$ cat config.mk
export PLATFORM = sky130hd
export DESIGN_NAME = mult_bist_ctrl
export DESIGN_NICKNAME = d
export VERILOG_FILES = /design/src/rtl/mult_bist_ctrl.sv
export SDC_FILE = /design/constraint.sdc
export NUM_CORES = 1
export LEC_CHECK = 0
export CAP_MARGIN = 0
export CORE_ASPECT_RATIO = 1.1
export CORE_UTILIZATION = 58
export DETAILED_ROUTE_END_ITERATION = 6
export GPL_TIMING_DRIVEN = 0
export HOLD_SLACK_MARGIN = 0.12
export PLACE_DENSITY = 0.86
export REMOVE_ABC_BUFFERS = 1
export SLEW_MARGIN = 20
export SYNTH_ARGS = -nofsm -noshare
export SYNTH_HDL_FRONTEND = slang
export SYNTH_SLANG_ARGS = --single-unit
$ cat constraint.sdc
create_clock -name clk -period 3.8 [get_ports clk]
set_clock_uncertainty 0.1 [all_clocks]
set_input_delay 0.57 -clock clk [delete_from_list [all_inputs] [get_ports clk]]
set_output_delay 0.57 -clock clk [all_outputs]
set_load 0.01 [all_outputs]
$ cat src/rtl/mult_bist_ctrl.sv
// BIST sequencer for a combinational multiplier: applies exhaustive or LFSR operand
// vectors, checks each product against A*B and records the first failing vector.
module mult_bist_ctrl #(
    parameter int WIDTH         = 2,
    parameter int NUM_VECTORS   = 20,
    parameter int SETTLE_CYCLES = 1,
    parameter int ERR_W         = 8
) (
    input  logic               clk,
    input  logic               rst_n,
    input  logic               start,
    input  logic               abort,
    input  logic               mode,
    input  logic [15:0]        seed,
    output logic [WIDTH-1:0]   mult_a,
    output logic [WIDTH-1:0]   mult_b,
    input  logic [2*WIDTH-1:0] mult_p,
    output logic               busy,
    output logic               done,
    output logic               pass,
    output logic [ERR_W-1:0]   err_count,
    output logic [16:0]        vec_count,
    output logic [WIDTH-1:0]   fail_a,
    output logic [WIDTH-1:0]   fail_b,
    output logic [2*WIDTH-1:0] fail_p
);
    localparam int              PW           = 2 * WIDTH;
    localparam logic [15:0]     SEED_DEFAULT = 16'hACE1;
    localparam logic [15:0]     LFSR_MASK    = 16'hB400;
    localparam logic [16:0]     EXH_TOTAL    = 17'(1) << PW;
    localparam logic [16:0]     RND_TOTAL    = 17'(NUM_VECTORS);
    localparam logic [7:0]      SETTLE_LAST  = (SETTLE_CYCLES > 0) ? 8'(SETTLE_CYCLES - 1) : 8'd0;
    localparam logic [WIDTH-1:0] OP_MAX      = '1;

    typedef enum logic [2:0] {S_IDLE, S_APPLY, S_WAIT, S_CHECK, S_DONE} state_t;

    state_t        state, state_next;
    logic          mode_q;
    logic          first_fail_seen;
    logic [15:0]   lfsr;
    logic [7:0]    settle_cnt;

    logic          start_ok;
    logic          mismatch;
    logic          last_vec;
    logic [15:0]   seed_eff;
    logic [15:0]   lfsr_adv;
    logic [PW-1:0] golden;
    logic [16:0]   vec_count_inc;

    assign seed_eff      = (seed == 16'd0) ? SEED_DEFAULT : seed;
    assign lfsr_adv      = (lfsr >> 1) ^ (lfsr[0] ? LFSR_MASK : 16'd0);
    assign golden        = PW'(mult_a) * PW'(mult_b);
    assign mismatch      = (mult_p != golden);
    assign vec_count_inc = vec_count + 17'd1;
    assign last_vec      = (vec_count_inc == (mode_q ? RND_TOTAL : EXH_TOTAL));
    // abort outranks start even when the sequencer is idle
    assign start_ok      = start && !abort && (state == S_IDLE || state == S_DONE);

    assign busy = (state == S_APPLY) || (state == S_WAIT) || (state == S_CHECK);
    assign done = (state == S_DONE);
    assign pass = done && (err_count == '0);

    always_ff @(posedge clk or negedge rst_n) begin
        if (!rst_n) begin
            state <= S_IDLE;
        end else begin
            state <= state_next;
        end
    end

    always_comb begin
        state_next = state;
        if (abort && state != S_IDLE) begin
            state_next = S_IDLE;
        end else begin
            case (state)
                S_IDLE, S_DONE: if (start_ok) state_next = S_APPLY;
                S_APPLY:        state_next = (SETTLE_CYCLES > 0) ? S_WAIT : S_CHECK;
                S_WAIT:         if (settle_cnt == SETTLE_LAST) state_next = S_CHECK;
                S_CHECK:        state_next = last_vec ? S_DONE : S_APPLY;
                default:        state_next = S_IDLE;
            endcase
        end
    end

    always_ff @(posedge clk or negedge rst_n) begin
        if (!rst_n) begin
            mode_q          <= 1'b0;
            lfsr            <= SEED_DEFAULT;
            settle_cnt      <= 8'd0;
            mult_a          <= '0;
            mult_b          <= '0;
            err_count       <= '0;
            vec_count       <= 17'd0;
            fail_a          <= '0;
            fail_b          <= '0;
            fail_p          <= '0;
            first_fail_seen <= 1'b0;
        end else if (start_ok) begin
            mode_q          <= mode;
            lfsr            <= seed_eff;
            mult_a          <= mode ? seed_eff[WIDTH-1:0] : '0;
            mult_b          <= mode ? seed_eff[PW-1:WIDTH] : '0;
            settle_cnt      <= 8'd0;
            err_count       <= '0;
            vec_count       <= 17'd0;
            fail_a          <= '0;
            fail_b          <= '0;
            fail_p          <= '0;
            first_fail_seen <= 1'b0;
        end else if (!abort) begin
            case (state)
                S_APPLY: settle_cnt <= 8'd0;
                S_WAIT:  settle_cnt <= settle_cnt + 8'd1;
                S_CHECK: begin
                    vec_count <= vec_count_inc;
                    if (mismatch) begin
                        if (err_count != '1) err_count <= err_count + 1'b1;
                        if (!first_fail_seen) begin
                            first_fail_seen <= 1'b1;
                            fail_a          <= mult_a;
                            fail_b          <= mult_b;
                            fail_p          <= mult_p;
                        end
                    end
                    // the last vector stays on the operand bus through DONE
                    if (!last_vec) begin
                        if (mode_q) begin
                            lfsr   <= lfsr_adv;
                            mult_a <= lfsr_adv[WIDTH-1:0];
                            mult_b <= lfsr_adv[PW-1:WIDTH];
                        end else begin
                            mult_b <= mult_b + 1'b1;
                            if (mult_b == OP_MAX) mult_a <= mult_a + 1'b1;
                        end
                    end
                end
                default: ;
            endcase
        end
    end

endmodule

==> reports/results.ini <==
[synth]
synth_top_area_share_pct=37.0
netlist_instances=447
synth_top_area_cell=dfrtp_1
seq_area_frac_synth_pct=42.3
synth-seq-cells=66
async_flop_share_pct=100
netlist_area_sq_mm=0.00392
synthFlopType=dfrtp_1
syn_avg_cell_area_sq_um=8.78
yosysWarnings=0
synth_cell_types=61
synth_area_leaders=dfrtp_1, o21ai_0, dfstp_2
synth_edf_count=0

[cells_and_area]
instances_no_fill=591
syn_to_final_growth_pct=22.7
antenna_cells=0
drive_gt1_share_pct=10.0
nets=538
fin_area_sq_mm=0.00481
post-route-util_pct=73.4

[setup_path]
cp_cell_sequence=ha_1, nand4_2, or2_1, a211oi_1, o22ai_2, nor3_4, nand2b_1, o221ai_1
crit_slowest_cell=nor3_4
startpoint_type=flop
r2r_cells=8
reg2reg_to=lfsr[12]
r2r-start=vec_count[0]
path_class=reg -> reg
end_kind=flop
critical_path_required_ns=3.92
critPathMaxFanout=17
reg2reg_slack_ns=0.40
startpoint=vec_count[0]
crit_path_max_incr_delay_ns=0.60
arrival_ns=3.53
critPathCapture=lfsr[12]

[clock_tree]
path_clk_slew_ns=0.08
clkSinkCount=66
cts_root_buf=clkbuf_8
clockBufferDepth=2
htreeDepth=3
insertion_delay_ns=0.36
cts_resized=0
numCtsBuffers=9
cts_tree=done

[timing]
timing.final.crit_share_pct=89.6
rsz0062_at_grt=false
fin_crit_ns=3.40
maxClockFrequency_ghz=0.294
final.setup.worst_slack_ns=0.396
hold_violations=0
relSlewSlack_pct=34.3
worst-slew-pin-transition_ns=0.982
holdWs_ns=0.399
setup_viol=0
drv_slew=0

[floorplanning]
die_h_um=88.3
io_pins=65
fp-row-count=31
core-area_sq_mm=0.00656
initial_core_util_pct=59.9
die-area_sq_mm=0.00710
die_w_um=80.4

[place]
place_ws_ns=0.462
placed_area_sq_mm=0.00462
placed_cells=574
routabilityCongestion=0.868
port_buffers=64
dp_hpwl_mm=6.41

[power_and_ir_drop]
combPwrFrac_pct=36.1
ir_drop_mv=0.274
cellLeakagePower_nw=1.96
p_clk_share_pct=21.4
power.net_switching_w=0.000948
intPower_w=0.00166
power_density_mw_per_mm2=541
switching_share_pct=36.4
p_seq_share_pct=42.5

[grt]
grt_first_pass_wirelength_mm=15.6
grt.overflow.total=0
antenna_found_initial=0
grt_max_degree=51
grt_pass1_vias=3407
grtUsageTotal_pct=28.7

[route]
drc=0
dr.pass1.iters=5
drtIter0Drc=296
wl_per_cell_um=15.9
vias=3580
wirelength_mm=9.37
ant_nets=0
viasPerCell=6.06

[min_path]
hp-class=reg -> reg
holdPathStages=2

[outcome]
outcome=finished clean

[flow_run]
drv_cap=0

## layout by cell type (no fill, tap or decap), types with 6 or more instances in the layout
cell type        netlist  routed
xor2_1                 7       7
inv_1                 23      23
dfstp_2                8       8
a21oi_1               13      13
nor2_1                50      50
clkbuf_8               0      11
o21ai_0               53      53
o221ai_1               8       8
nand3_1               21      20
o31ai_1                6       6
nand2_1               47      47
a221oi_1               8       8
and3_1                 6       6
xnor2_1               13      13
and2_1                 8       8
dfrtp_1               58      58
ha_1                   9       9
clkdlybuf4s50_1        0      63
nand4_1                6       6
nor3_1                13      13
## how the worst min path moves through the flow
stage                          startpoint               to  slack [ns]
after floorplan                     rst_n     err_count[0]        0.17
after detailed placement            rst_n         lfsr[12]        0.36
after CTS                 first_fail_seen  first_fail_seen        0.41
after global placement    first_fail_seen  first_fail_seen        0.38
final                     first_fail_seen  first_fail_seen        0.40
after global routing      first_fail_seen  first_fail_seen        0.43
## state kept, by name, summed over array words and instances, names as in the netlist
signal	cells
settle_cnt	8
fail_a	2
mult_b	2
err_count	8
fail_b	2
mult_a	2
fail_p	4
mode_q	1
lfsr	16
state	3
first_fail_seen	1
vec_count	17
## critical path: cells and delay by family, from the launching register on
kind                     cells  cell delay, ns
flip-flops                   1            0.49
AND/OR/NAND/NOR              4            1.56
adder cells (fa/ha/maj)      1            0.45
AO/OA/AOI/OAI                3            0.65
## power by group through the flow
stage,registers (W),clock network (W),logic (W)
after floorplan,0.00111,0,0.000554
after global placement,0.00110,0,0.000890
after detailed placement,0.00112,0,0.000932
after CTS,0.00111,0.000562,0.000941
after global routing,0.00113,0.000592,0.00105
final,0.00111,0.000558,0.000941
## stage by stage
stage / TNS [ns] / power [W]
4_1_cts: 0 / 0.00261
5_1_grt: 0 / 0.00278
3_5_place_dp: 0 / 0.00205
2_1_floorplan: -8.46 / 0.00166
6_report: 0 / 0.00261
3_3_place_gp: -111.85 / 0.00199
## logic make-up after synthesis
| kind of cell | count (synthesis) | share of synthesized area (%) |
|---|---|---|
| xor+xnor | 21 | 5.04 |
| mux | 4 | 1.05 |
| flops | 66 | 42.3 |
| buf+inv | 47 | 5.10 |
| simple gates | 186 | 24.2 |
| fa+ha+maj | 10 | 3.13 |
| compound gates | 113 | 19.1 |
## cells in the mapped netlist (4+ instances only)
cell type   n
dfstp_2     8
nand4_1     6
xor2_1      7
dfrtp_1    58
nor2_1     50
o31ai_1     6
o21ai_0    53
nor3_1     13
a221oi_1    8
ha_1        9
inv_1      23
buf_4       5
and2_1      8
nand2_1    47
nand3_1    21
o221ai_1    8
or3_1       4
a21oi_1    13
xnor2_1    13
clkbuf_1   14
a311oi_1    4
o41ai_1     4
nor4_1      5
and3_1      6
## routing by layer
| metal | share of wire (%) | vias up | global-route usage [%] | wire length [um] |
|---|---|---|---|---|
| li1 | - | 1715 | - | - |
| met1 | 44 | 1726 | 36.7 | 4110 |
| met2 | 49 | 118 | 46.8 | 4550 |
| met3 | 5.1 | 21 | 5.36 | 480 |
| met4 | 2.4 | 0 | 14.4 | 226 |
| met5 | 0 | - | 0 | 0 |
## timing repair
item	4_1_cts	5_1_grt
endpoints found under the hold margin	14	0
hold buffers	1	0
setup buffers	0	0
## final cells by class
cell class,count,area (sq um)
Inverter,23,86.3
Clock inverter,4,27.5
Tap cell,82,103
Sequential cell,66,1660
Multi-Input combinational cell,334,2070
Clock buffer,12,155
Timing Repair Buffer,70,708
Fill cell,486,1740
Power figures use the tool's default switching activity.
